[config.mk]
export PLATFORM = sky130hd
export DESIGN_NAME = instruction_fetch_unit
export DESIGN_NICKNAME = d
export VERILOG_FILES = /design/src/rtl/instruction_fetch_unit.sv
export SDC_FILE = /design/constraint.sdc
export NUM_CORES = 1
export LEC_CHECK = 0
export BUFFER_PORTS_ARGS = -buffer_cell sky130_fd_sc_hd__buf_2
export CAP_MARGIN = 25
export CORE_ASPECT_RATIO = 0.5
export CORE_MARGIN = 1
export CORE_UTILIZATION = 30
export CTS_CLUSTER_SIZE = 40
export DETAILED_ROUTE_END_ITERATION = 6
export GPL_ROUTABILITY_DRIVEN = 0
export HOLD_SLACK_MARGIN = 0.1
export MAX_ROUTING_LAYER = met4
export SYNTH_ARGS = -nofsm -noshare
export SYNTH_HDL_FRONTEND = slang
export SYNTH_SLANG_ARGS = --single-unit
[constraint.sdc]
create_clock -name clk -period 4.7 [get_ports clk]
set_input_delay 0.47 -clock clk [delete_from_list [all_inputs] [get_ports clk]]
set_output_delay 0.47 -clock clk [all_outputs]
set_load 0.05 [all_outputs]
[src/rtl/instruction_fetch_unit.sv]
// Fetch stage between the PC register and decode: issues word reads to
// instruction memory, holds the result for decode, and steers the PC register.
module instruction_fetch_unit #(
  parameter int unsigned      WIDTH     = 32,
  parameter logic [WIDTH-1:0] NOP_INSTR = WIDTH'(32'h0000_0013)
) (
  input  logic             clk,
  input  logic             rst,
  input  logic [WIDTH-1:0] pc_in,
  output logic             pc_load,
  output logic [WIDTH-1:0] pc_next,
  input  logic             redirect,
  input  logic [WIDTH-1:0] redirect_target,
  output logic             imem_read,
  output logic [WIDTH-1:0] imem_address,
  input  logic [WIDTH-1:0] imem_rdata,
  input  logic             imem_resp,
  output logic             instr_valid,
  input  logic             instr_ready,
  output logic [WIDTH-1:0] instr,
  output logic [WIDTH-1:0] instr_pc,
  output logic [31:0]      fetch_count
);

  localparam int unsigned CNT_W = 32;

  typedef enum logic [1:0] {FETCH, HOLD, DRAIN} state_t;

  state_t           state, state_nxt;
  logic [WIDTH-1:0] drain_addr;
  logic [WIDTH-1:0] fetch_addr;
  logic [WIDTH-1:0] target_addr;
  logic             capture;
  logic             flush;
  logic             xfer;
  logic             save_drain;

  assign fetch_addr  = {pc_in[WIDTH-1:2], 2'b00};
  assign target_addr = {redirect_target[WIDTH-1:2], 2'b00};

  // State register and datapath; async reset drops any in-flight read
  always_ff @(posedge clk or posedge rst) begin
    if (rst) begin
      state       <= FETCH;
      instr       <= NOP_INSTR;
      instr_pc    <= '0;
      fetch_count <= '0;
      drain_addr  <= '0;
    end else begin
      state <= state_nxt;
      if (capture) begin
        instr    <= imem_rdata;
        instr_pc <= pc_in;
      end else if (flush) begin
        instr <= NOP_INSTR;
      end
      if (xfer)       fetch_count <= fetch_count + CNT_W'(1);
      if (save_drain) drain_addr  <= fetch_addr;
    end
  end

  // Next state and handshake outputs; redirect always overrides advance/transfer
  always_comb begin
    state_nxt    = state;
    imem_read    = 1'b0;
    imem_address = fetch_addr;
    pc_load      = 1'b0;
    pc_next      = pc_in + WIDTH'(4);
    instr_valid  = 1'b0;
    capture      = 1'b0;
    flush        = 1'b0;
    xfer         = 1'b0;
    save_drain   = 1'b0;

    if (!rst) begin
      unique case (state)
        FETCH: begin
          imem_read = 1'b1;
          if (redirect) begin
            pc_load = 1'b1;
            pc_next = target_addr;
            if (!imem_resp) begin
              save_drain = 1'b1;
              state_nxt  = DRAIN;
            end
          end else if (imem_resp) begin
            pc_load   = 1'b1;
            capture   = 1'b1;
            state_nxt = HOLD;
          end
        end
        HOLD: begin
          instr_valid = !redirect;
          if (redirect) begin
            pc_load   = 1'b1;
            pc_next   = target_addr;
            flush     = 1'b1;
            state_nxt = FETCH;
          end else if (instr_ready) begin
            xfer      = 1'b1;
            state_nxt = FETCH;
          end
        end
        DRAIN: begin
          imem_read    = 1'b1;
          imem_address = drain_addr;
          if (redirect) begin
            pc_load = 1'b1;
            pc_next = target_addr;
          end
          // The stale read still completes even if a new redirect lands with it
          if (imem_resp) state_nxt = FETCH;
        end
        default: state_nxt = FETCH;
      endcase
    end
  end

endmodule

; Yosys cells after proc, flatten, opt, wreduce, memory -nomap -nowiden
; Cells that the tools add are included.
[word_totals]
ff_bits = 128
input_bits = 101
output_inout_bits = 163
wordCells = 57
[classes]
addsub = 2
eq_ne = 6
mux = 36
bitwise = 1
reduce_logical = 7
[ops]
columns = op, n
row1 = 32-bit two-way mux, 7
row2 = "32-bit by 1-bit adder with 32-bit output, second input constant", 1
row3 = "32-bit by 3-bit adder with 32-bit output, second input constant", 1
row4 = 1-bit two-way mux, 21
row5 = 2-bit two-way mux, 6
row6 = "3-bit != test, second input constant", 3
row7 = 2-bit case mux with 3 select lines, 1
row8 = 5-bit AND reduction, 1
row9 = 2-bit OR reduction, 2
row10 = 3-bit OR reduction, 1
row11 = "2-bit by 1-bit equality test with 1-bit output, second input constant", 1
row12 = "2-bit equality test, second input constant", 1
row13 = 2-bit zero test, 1
row14 = "2-bit != test, second input constant", 1
row15 = 1-bit case mux with 2 select lines, 1
row16 = 2-bit nonzero test, 1
row17 = 1-bit zero test, 1
row18 = 1-bit NOT, 1

; Logic depth before layout (Yosys ltp)
[logic_depth]
ltp_word = 5
depth_mapped = 8
depth_no_buf = 6

; Worst setup path after synthesis
; Ideal clock, no wire load.
[synth_timing]
path_kind = input-to-output
startpoint = in rst
endpoint = out imem_address[10]
arrival_time_ns = 4.361
t_required_ns = 4.230
slack_ns = -0.131
path_stages = 5
n_path_buf = 2
cell_sequence = buf_2 inv_1 nand2_1 clkbuf_1 mux2_2
[synth_between]
elab_chain_cells = 1
[synth_lines]
columns = item, line
row1 = from (decl), 8  ; input logic rst,
row2 = 32-bit two-way mux, 75  ; if (!rst) begin
row3 = to (decl), 15  ; output logic [WIDTH-1:0] imem_address,
; No other way between the ends.

; Worst setup path in the final report
[layout_timing]
startpoint = in pc_in[2]
endpoint = out pc_next[28]
[layout_between]
elab_chain_cells = 4
[layout_lines]
columns = item, line
row1 = from (decl), 9  ; input logic [WIDTH-1:0] pc_in,
row2 = 32-bit by 3-bit adder with 32-bit output (*), 68  ; pc_next = pc_in + WIDTH'(4);
row3 = 32-bit two-way mux, "79, 94, 107"
row4 = 32-bit two-way mux, --
row5 = 32-bit two-way mux (*), 75
row6 = to (decl), 11  ; output logic [WIDTH-1:0] pc_next,
; Every way passes the cells marked *; elsewhere a longest branch is shown, timed or not.

==> impl_results.md <==
- Worst r2r dst: fetch_count[31]
- GRT Overall Usage: 18.6%
- Cell variety after synth: 45
- Critical Path RT: 4230 ps
- CTS root buffer: clkbuf_16
- Initial Utilization: 31.0%
- Core area: 20,800 um2
- Antenna violations before repair: 0
- Final Setup Violations: 0
- Top FF cell, synth: dfrtp_1
- First-pass GRT wire length: 30,700 um
- Hold Path Stages: 3
- Multi-input combinational cell area: 3030 um2
- Synth warn: 0
- Grt total ovfl: 0
- Worst Tran Pin Value: 903 ps
- Max cap viols: 0
- Final std cell area, no fill: 8630 um2
- Ant. Diodes: 0
- First-pass detailed-route iteration total: 5
- Final design utilization: 41.4%
- Setup TNS: 0 ps
- Final Critical Period: 3160 ps
- Fraction of layout cells with a size suffix above 1: 42.3%
- Asr flop ratio synth: 100%
- Number of enable flip-flop cells after synthesis: 0
- Maximum fanout along the worst path: 13
- Vias per cell: 4.90
- Synth Instances: 633
- Worst skew pair latency: 430 ps
- Postcts setup bufs: 0
- Commonest non-fill, non-tap cell in the layout: buf_2
- Die height: 106 um
- Flip-flop and latch area: 3210 um2
- Reg2reg start: state[1]
- Clock Tree Buf Depth: 2
- Die Area: 22,100 um2
- Final Hold Viols: 0
- Worst Path Arrival: 2690 ps
- Most frequent cells in the layout: buf_2, nand2_1, dfrtp_1, mux2_2, o21ai_0
- Sequential cell area fraction in the yosys report: 49.7%
- Sink Count: 128
- Final WL: 19,300 um
- Vias in the first global route: 5,611
- DRT antenna net count: 0
- Slew margin rel.: 39.3%
- Num CTS Buffers: 17
- DPL Wire Length: 13,800 um
- IO Count: 264
- Synth top area cells: dfrtp_1, mux2_2, nand2_1
- Netlist Area Pre-Place: 6450 um2
- R2R Setup Slk: 2290 ps
- DP Area: 8010 um2
- Iter 0 DRT Violations: 299
- Largest net degree at the start of global routing: 76
- Clock skew: 7.77 ps
- Critical setup path kind: primary input to output pin
- Status: complete, no violations
- Post-Layout Cell Count: 1,169
- Fmax: 316 MHz
- Final worst-path cycle share: 67.2%
- Avg Inst Size Synth: 10.2 um2
- Nature of the critical path endpoint: output pin
- Die W: 209 um
- Vias post-DR: 5,727
- Hold Buf Count CTS: 0
- Reg2Reg Depth: 6
- Clock edge transition at the registers on the reported setup and hold paths: 60 ps
- Area leader, netlist: dfrtp_1
- Placed cell count: 1,136
- Final #Nets: 990
- H-tree depth: 4
- Hold path start: pc_in[1]
- # resized after CTS: 0
- RSZ-0062 raised after global routing: no
- Max VDD drop: 0.345 mV
- Min-delay worst type: primary input to flip-flop
- DRC Markers: 0
- Post-synth top area share: 48.5%
- Fill cells: 2,101
- Area Growth Syn to Fin: 33.7%
- Row count: 37
- Slew Limit Fails: 0
- CTS tree: built
- Hold Path Sink: instr_pc[1]
- Pwr/cell area: 646 nW/um2
- Nature of the critical path startpoint: primary input
- Total leakage power: 4.30 nW
- #FFs+latches synth: 128
- Port Buffers: 259
- Drt wl/cell: 16.5 um
## through the flow
stage	total power, W	worst slack, ps	hold WS (ps)
2_1_floorplan	0.00364	497	477
3_3_place_gp	0.00423	1570	455
3_5_place_dp	0.00428	1540	460
4_1_cts	0.00563	1520	211
5_1_grt	0.00586	1370	238
6_report	0.00557	1540	245
## how the worst max path moves through the flow
stage,slack (ps),from,end
finish,1540,pc_in[2],pc_next[28]
detailed placement,1540,pc_in[2],pc_next[30]
global route,1370,state[0],pc_next[26]
floorplan,500,rst,imem_address[10]
global placement,1570,pc_in[2],pc_next[30]
CTS,1520,state[0],pc_next[26]
## sequential cells by signal (all words and copies together) (netlist names)
name and flops:
drain_addr 30, fetch_count 32, instr_pc 32, state 2
instr 32
## layer usage
| metal | share of wire, % | track usage, % | wire [um] | vias to the layer above |
|---|---|---|---|---|
| li1 | - | - | - | 2741 |
| met3 | 3.2 | 4.65 | 621 | 21 |
| met2 | 50 | 30.0 | 9600 | 115 |
| met4 | 1.8 | 6.41 | 350 | 0 |
| met5 | 0 | - | 0 | - |
| met1 | 45 | 22.8 | 8750 | 2850 |
## synth_stat cells (4+ instances only)
library cell    n
nor3_1         10
a31oi_1        14
o21ai_0        32
nand4_1        16
and3_1          6
or3_1           7
or4_1           4
nor2_1         23
inv_1          13
ha_1            6
nand3_1        23
o31ai_1         5
buf_2           7
clkbuf_1       27
mux2_2         60
xor2_1         15
a22o_1         31
nand2_1       125
dfrtp_1       125
xnor2_1        29
and4_1          9
and2_1          4
nor4_1          7
## critical path: stages
cell and delay, ps:
buf_2 180, ha_1 250, nand3_1 140, or4_4 660
or4_1 500, a31oi_1 190, buf_2 290
## final cells by class
class,instances,area share [%]
clock buffer,23,5.66
timing repair buffer,269,16.2
inverter,13,0.609
tap,273,3.96
clock inverter,9,1.23
sequential,128,37.2
multi-input combinational,454,35.2
## cell families after synthesis
family / Yosys count / synth area share, %
adder cells (fa/ha/maj): 6 / 1.16
AND/OR/NAND/NOR: 251 / 19.4
buffers and inverters: 52 / 3.53
flip-flops: 128 / 49.7
AO/OA/AOI/OAI: 91 / 9.72
other: 1 / 0.0581
XOR/XNOR: 44 / 5.97
multiplexers: 60 / 10.5
## power by group
part / total (W) / internal [W] / switching, W
Combinational: 0.00252 / 0.000658 / 0.00186
Sequential: 0.00172 / 0.00151 / 0.000213
Clock: 0.00133 / 0.000835 / 0.000491
Total: 0.00557 / 0.00300 / 0.00257
Note: power is estimated with default switching activity, not from simulation.
